<file path="src/rtl/int_controller_pkg.sv">
// Shared encodings for the interrupt controller: FSM states, register map,
// STATUS bit positions and the CP0-style enable/disable levels.
package int_controller_pkg;

    typedef enum logic [1:0] {
        S_IDLE    = 2'd0,
        S_REQ     = 2'd1,
        S_SERVICE = 2'd2
    } state_t;

    localparam logic [1:0] ADDR_ENABLE  = 2'd0;
    localparam logic [1:0] ADDR_PENDING = 2'd1;
    localparam logic [1:0] ADDR_STATUS  = 2'd2;

    localparam int STAT_SPURIOUS   = 8;
    localparam int STAT_IN_SERVICE = 7;
    localparam int STAT_INT        = 6;

    localparam logic ENABLE  = 1'b1;
    localparam logic DISABLE = 1'b0;

    function automatic logic [31:0] status_word(input logic       spurious,
                                                input logic       in_svc,
                                                input logic       int_req,
                                                input logic [3:0] id);
        logic [31:0] w;
        w                  = 32'd0;
        w[STAT_SPURIOUS]   = spurious;
        w[STAT_IN_SERVICE] = in_svc;
        w[STAT_INT]        = int_req;
        w[3:0]             = id;
        return w;
    endfunction

endpackage

</file>
<file path="src/rtl/int_controller_prio_enc.sv">
// Lowest-index-wins priority encoder: index 0 is the highest priority.
module int_controller_prio_enc #(
    parameter int N_SRC = 8,
    parameter int ID_W  = 4
) (
    input  logic [N_SRC-1:0] req,
    output logic             valid,
    output logic [ID_W-1:0]  idx
);

    always_comb begin
        valid = |req;
        idx   = '0;
        for (int i = N_SRC - 1; i >= 0; i--) begin
            if (req[i]) idx = ID_W'(i);
        end
    end

endmodule

</file>
<file path="src/rtl/int_controller.sv">
// Interrupt aggregator: edge-latched pending bits gated by ENABLE, one fixed-
// priority request to CP0 held until INT_ACK, then blocked until EOI.
//
// state     | meaning
// S_IDLE    | no request outstanding, arbitrating enabled pending sources
// S_REQ     | INT high, int_id frozen, waiting for INT_ACK
// S_SERVICE | acknowledged, handler running, waiting for eoi
module int_controller
    import int_controller_pkg::*;
#(
    parameter int N_SRC = 8,
    parameter int ID_W  = 4
) (
    input  logic             clk,
    input  logic             reset,
    input  logic [N_SRC-1:0] irq_in,
    output logic             INT,
    input  logic             INT_ACK,
    input  logic             eoi,
    input  logic             reg_we,
    input  logic             reg_re,
    input  logic [1:0]       reg_addr,
    input  logic [31:0]      reg_wdata,
    output logic [31:0]      reg_rdata,
    output logic [ID_W-1:0]  int_id,
    output logic             in_service
);

    state_t            state, state_nxt;
    logic [N_SRC-1:0]  irq_prev, enable_r, pending, pending_nxt;
    logic [N_SRC-1:0]  rise, cand;
    logic [ID_W-1:0]   win_idx, id_nxt;
    logic              win_valid, ack_take, spur_set, spurious;
    logic [31:0]       read_val;
    logic              unused_wdata;

    assign unused_wdata = ^reg_wdata;

    assign rise       = irq_in & ~irq_prev;
    assign cand       = pending & enable_r;
    assign INT        = (state == S_REQ);
    assign in_service = (state == S_SERVICE);

    int_controller_prio_enc #(.N_SRC(N_SRC), .ID_W(ID_W)) u_prio_enc (
        .req   (cand),
        .valid (win_valid),
        .idx   (win_idx)
    );

    always_comb begin
        state_nxt = state;
        id_nxt    = int_id;
        ack_take  = 1'b0;
        case (state)
            S_IDLE: begin
                if (win_valid) begin
                    state_nxt = S_REQ;
                    id_nxt    = win_idx;
                end
            end
            S_REQ: begin
                if (INT_ACK) begin
                    ack_take  = 1'b1;
                    state_nxt = S_SERVICE;
                end
            end
            S_SERVICE: begin
                if (eoi) state_nxt = S_IDLE;
            end
            default: state_nxt = S_IDLE;
        endcase
        spur_set = INT_ACK && (state != S_REQ);
    end

    // Rising edges are OR-ed in last so they beat both W1C and the ack clear.
    always_comb begin
        pending_nxt = pending;
        if (reg_we && reg_addr == ADDR_PENDING) pending_nxt = pending_nxt & ~reg_wdata[N_SRC-1:0];
        if (ack_take) pending_nxt = pending_nxt & ~(N_SRC'(1) << int_id);
        pending_nxt = pending_nxt | rise;
    end

    always_comb begin
        read_val = 32'd0;
        case (reg_addr)
            ADDR_ENABLE:  read_val = 32'(enable_r);
            ADDR_PENDING: read_val = 32'(pending);
            ADDR_STATUS:  read_val = status_word(spurious, in_service, INT, 4'(int_id));
            default:      read_val = 32'd0;
        endcase
    end

    always_ff @(posedge clk) begin
        if (!reset) begin
            state     <= S_IDLE;
            int_id    <= '0;
            irq_prev  <= '0;
            enable_r  <= '0;
            pending   <= '0;
            spurious  <= DISABLE;
            reg_rdata <= 32'd0;
        end else begin
            state     <= state_nxt;
            int_id    <= id_nxt;
            irq_prev  <= irq_in;
            pending   <= pending_nxt;
            reg_rdata <= reg_re ? read_val : 32'd0;
            if (reg_we && reg_addr == ADDR_ENABLE) enable_r <= reg_wdata[N_SRC-1:0];
            if (spur_set) spurious <= ENABLE;
            else if (reg_we && reg_addr == ADDR_STATUS && reg_wdata[STAT_SPURIOUS]) spurious <= DISABLE;
        end
    end

endmodule

</file>
<file path="config.mk">
export PLATFORM = sky130hd
export DESIGN_NAME = int_controller
export DESIGN_NICKNAME = d
export VERILOG_FILES = /design/src/rtl/int_controller_pkg.sv /design/src/rtl/int_controller_prio_enc.sv /design/src/rtl/int_controller.sv
export SDC_FILE = /design/constraint.sdc
export NUM_CORES = 1
export LEC_CHECK = 0
export ABC_AREA = 1
export BUFFER_PORTS_ARGS = -buffer_cell sky130_fd_sc_hd__buf_2
export CORE_UTILIZATION = 49
export CTS_CLUSTER_DIAMETER = 150
export DETAILED_ROUTE_END_ITERATION = 10
export PLACE_DENSITY = 0.91
export SLEW_MARGIN = 20
export SYNTH_ARGS = -nofsm -noshare
export SYNTH_HDL_FRONTEND = slang
export SYNTH_SLANG_ARGS = --single-unit
</file>
<file path="constraint.sdc">
create_clock -name clk -period 1.6 [get_ports clk]
set_input_delay 0 -clock clk [delete_from_list [all_inputs] [get_ports clk]]
set_output_delay 0 -clock clk [all_outputs]
set_load 0.02 [all_outputs]
</file>
Word level (Yosys, flattened, before mapping). Index checks and enable logic that the tools add are counted.

Register bits after elaboration: 63. Input bits: 48. Output and inout port bits: 38. Logic and storage cells: 55.

Equality and inequality tests: 8. Shifts and indexed selects: 1. Muxes and demuxes: 19. Bitwise logic cells: 8. Reductions and logical operators: 12.

Operators by type and width (count): $and A8 B8 Y8 (4); $pmux W9 S3 (1); $mux W3 (8); $not A8 Y8 (3); $mux W8 (2); $or A8 B8 Y8 (1); $reduce_or A8 Y1 (1); $shl A1 B4 Y8 const A (1); $mux W2 (3); $ne A2 B1 Y1 const B (3); $pmux W2 S3 (1); $logic_and A1 B1 Y1 (5); $eq A2 B1 Y1 const B (2); $eq A2 B2 Y1 const B (2); $logic_not A2 Y1 (2); $mux W1 (4); $reduce_and A2 Y1 (2); $reduce_and A3 Y1 (1); $ne A2 B2 Y1 const B (1); $reduce_bool A2 Y1 (1).

Longest topological paths before layout.
Depth in word-level cells: 9. Depth in mapped cells: 10. Mapped depth without buffers: 10.

By module. From an unflattened synthesis, not the netlist that was laid out.

Cells, all modules: 318. Area total of the unflattened synthesis: 2074.5 um^2.

By module, submodules not included: int_controller (times used 1, cells each 294, area an instance 1964.4 um^2, seq. area each 800.8 um^2); int_controller_prio_enc (times used 1, cells each 24, area an instance 110.1 um^2, seq. area each 0.0 um^2).

Worst setup path before layout. No wires, ideal clock.

Path type: reg2reg. Start: reg int_id[0]. End: reg pending[1]. Library setup time: 0.128 ns. Arrival: 0.975 ns. Data required time: 1.472 ns. Setup slack: 0.497 ns. Stages on the path, launching flop included: 4. Path buffers: 0. Period minus slack after synthesis: 1.103 ns. Cell sequence: dfxtp_1 inv_1 nor4_1 o22ai_1.

Cells in the longest elaborated chain, start to end: 5.

RTL lines: from (decl) (line int_controller.sv:25) `output logic [ID_W-1:0] int_id,`; from (signal assigned) (line int_controller.sv:104) `int_id <= id_nxt;`; $shl A1 B4 Y8 (line int_controller.sv:79) `if (ack_take) pending_nxt = pending_nxt & ~(N_SRC'(1) << int_id);`; $not A8 Y8 (line int_controller.sv:79); $and A8 B8 Y8 (line int_controller.sv:79); $mux W8 (line int_controller.sv:79); $or A8 B8 Y8 (line int_controller.sv:80) `pending_nxt = pending_nxt | rise;`; to (signal assigned) (line int_controller.sv:106) `pending <= pending_nxt;`; to (decl) (line int_controller.sv:30) `logic [N_SRC-1:0] irq_prev, enable_r, pending, pending_nxt;`.

No other way between the ends. A chain may end at the register's enable or synchronous reset.

Final worst setup path.
Start: in reg_addr[0]. End: reg reg_rdata[7].

Cells in the longest elaborated chain, start to end: 2. Elaborated cells between the ends (all ways): 4. Classes of those cells: 2 x eq/ne; 1 x mux; 1 x reduce/logical.

RTL lines: from (decl) (line int_controller.sv:22) `input logic [1:0] reg_addr,`; $eq A2 B2 Y1, or another cell as far along (line int_controller.sv:85) `case (reg_addr)`; $pmux W9 S3 * (line int_controller.sv:85); to (signal assigned) (line int_controller.sv:107) `reg_rdata <= reg_re ? read_val : 32'd0;`; to (decl) (line int_controller.sv:24) `output logic [31:0] reg_rdata,`.

Mark *: on every way between the ends. The rest lies on a longest branch, timed or not.

==> results.md <==
- Status: complete, no violations
- Die ar.: approximately 0.004 sq mm
- Synth Register Bits: 39
- Unique masters post-synth: 23
- Post-CTS Setup Inserts: 0
- CTS tree: done
- Antenna diode count: 0
- Worst Path Max Fanout: 10
- Reg2reg setup slack: 0.22 ns
- Endpoints failing setup: 0
- Yosys warning count: 0
- Core area: around 0.0034 sq mm
- Final min period: 1.47 ns
- RR Endpoint: pending[7]
- Unrepaired setup endpoints after global routing: false
- Setup_tns: 0 ns
- Fill cell count: 327
- Crit path required time: 1.91 ns
- Clock Latency Late Sink: around 0.35 ns
- LEAKAGE: 1.16 nW
- Nets: 344
- Area grow syn2layout: 25.1%
- Detailed Route WL: 3900 um
- Global route overflow: 0
- Worst setup path startpoint: reg_addr[0]
- Pin count of the biggest net entering global routing: 20
- Yosys top cell by area: dfxtp_1
- Post-DP HPWL: 2790 um
- WHS Endpoint: spurious
- Die Ht: 62.5 um
- DR iter-0 viols: 109
- Clock skew: 0.0154 ns
- Clock tree buffer depth: 2
- Area contributors post-synth: dfxtp_1, nand2_1, buf_4
- Vias in the first global route: 1,601
- Maximum clock frequency: 681 MHz
- Crit share post-route: 91.8%
- Cell area after layout: 0.00224 sq mm
- Placed Area: approximately 0.0019 sq mm
- Hold/Removal Path Class: input port to flip-flop
- All-Layer GR Usage: 21.4%
- Maximum Capacitance Violations: 0
- Crit Path Class: input port to flip-flop
- Hold Vio Cnt, Final: 0
- CTS Sinks: 39
- Initial Utilization: 52.5%
- H-tree lvl count: 2
- Crit end category: flip-flop
- Register area share after synthesis: 43.6%
- Die W: roughly 62 um
- Root Driver: clkbuf_4
- Mapped cell area: 0.00179 sq mm
- Vias per cell: 4.82
- Final cell count without fillers: 343
- Layout cells sized above 1: between 10% and 20%
- First-pass GRT wire length: 6650 um
- Fin. max-slew vios: 0
- Maximum VDD drop: 592 uV
- DRC: 0
- Hold path startpoint: reg_wdata[8]
- Avg Synthesized Cell Area: 7.69 sq um
- Syn Inst Count: roughly 230
- Pwr/cell area: 1010 mW/mm^2
- Clock transition at path regs: around 0.12 ns
- Placer congestion estimate: 0.917
- Placed Instances: 314
- Origin of the critical flop-to-flop path: state[1]
- Buffers added on ports: 38
- Router iterations before antenna repair: 4
- Hold path cells: 4
- Final ANT Viol Nets: 0
- Setup crit start kind: input port
- Number of antenna violations at the first check in global routing: 0
- R2R depth: 6
- Critical Path AT: 1.78 ns
- FP Rows: 21
- WL/cell: approximately 11 um
- DR vias: 1,654
- IO Pins: between 80 and 90
- Top cell type's share of synthesized area: 43.6%
- Cts bufs inserted: 5
[area by class of cell]
cell class	count	area [sq um]	area share, %
sequential	39	781	34.8
multi-input combinational	156	759	33.9
timing repair buffer	61	415	18.5
inverter	33	126	5.64
clock inverter	2	60.1	2.68
tap	46	57.6	2.57
clock buffer	6	41.3	1.84
[critical path: stages]
cell and delay, ns:
dlygate4sd3_1 0.53, buf_2 0.13, inv_1 0.09, nor2_4 0.24, nand2_1 0.08, a31oi_1 0.15, dlygate4sd3_1 0.55
[synthesized netlist by cell type]
cell type and n:
nand4_1 3, buf_2 1, o22ai_1 7, dfxtp_1 39, buf_8 1, inv_4 1, a211oi_1 1, a21oi_2 2
buf_1 1, buf_4 25, o21ai_0 10, nand2_1 57, conb_1 1, nand2_4 2, nor2_4 2, o211ai_1 11
inv_1 32, nor4_1 7, a21oi_1 13, nor2_1 11, nand3_1 2, a31oi_1 2, o21ai_2 2
[placed cells by master (no fill, tap or decap), types with 3 or more instances in the layout]
cell            n
conb_1         24
o22ai_1         7
nor4_1          7
inv_1          32
nor2_1         11
dfxtp_1        39
a21oi_1        13
o211ai_1       11
nand4_1         3
o21ai_0        10
buf_2          38
nand2_1        57
dlygate4sd3_1  21
clkbuf_4        5
[through the flow]
stage	power [W]	setup slack, ns	utilization [%]	hold WS (ns)
detailed placement	0.00144	0.268	56.5	0.205
CTS	0.00227	0.119	65.6	0.0300
global placement	0.00142	0.317	56.5	0.201
floorplan	0.00137	0.497	-	0.107
global route	0.00237	0.0700	65.6	0.0632
finish	0.00227	0.131	65.6	0.0406
[layer usage]
metal | up-vias | wire length, um | global-route usage [%]
met5 | - | 0 | 0
met4 | 0 | 46 | 4.36
met3 | 7 | 221 | 5.84
met2 | 64 | 1930 | 40.2
met1 | 750 | 1700 | 23.9
li1 | 833 | - | -
[state kept, by name, indices dropped and copies added (netlist names)]
name       flops
pending        8
reg_rdata      9
int_id         3
enable_r       8
state          2
spurious       1
irq_prev       8
[kinds of logic after synthesis]
logic type             after synthesis  synth area share (%)
buffers and inverters               61                  18.9
flip-flops                          39                  43.6
AO/OA/AOI/OAI                       48                  16.6
other                                1                 0.209
AND/OR/NAND/NOR                     84                  20.8
[how the worst max path moves through the flow]
| stage | slack [ns] | cells after the start | endpoint |
|---|---|---|---|
| 2_1_floorplan | 0.50 | 3 | pending[1] |
| 3_3_place_gp | 0.32 | 6 | pending[7] |
| 3_5_place_dp | 0.27 | 6 | pending[7] |
| 4_1_cts | 0.12 | 7 | reg_rdata[7] |
| 5_1_grt | 0.07 | 7 | reg_rdata[7] |
| 6_report | 0.13 | 7 | reg_rdata[7] |
[power breakdown]
group	total (W)	switching, W	internal, W
combinational	0.000377	0.000242	0.000135
clock	0.000811	0.000323	0.000488
sequential	0.00108	0.0000450	0.00103
[timing repair]
item	4_1_cts	5_1_grt
hold buffers	21	0
gates resized for setup	0	0
endpoints found under the hold margin	30	0
Note: power is estimated with default switching activity, not from simulation.
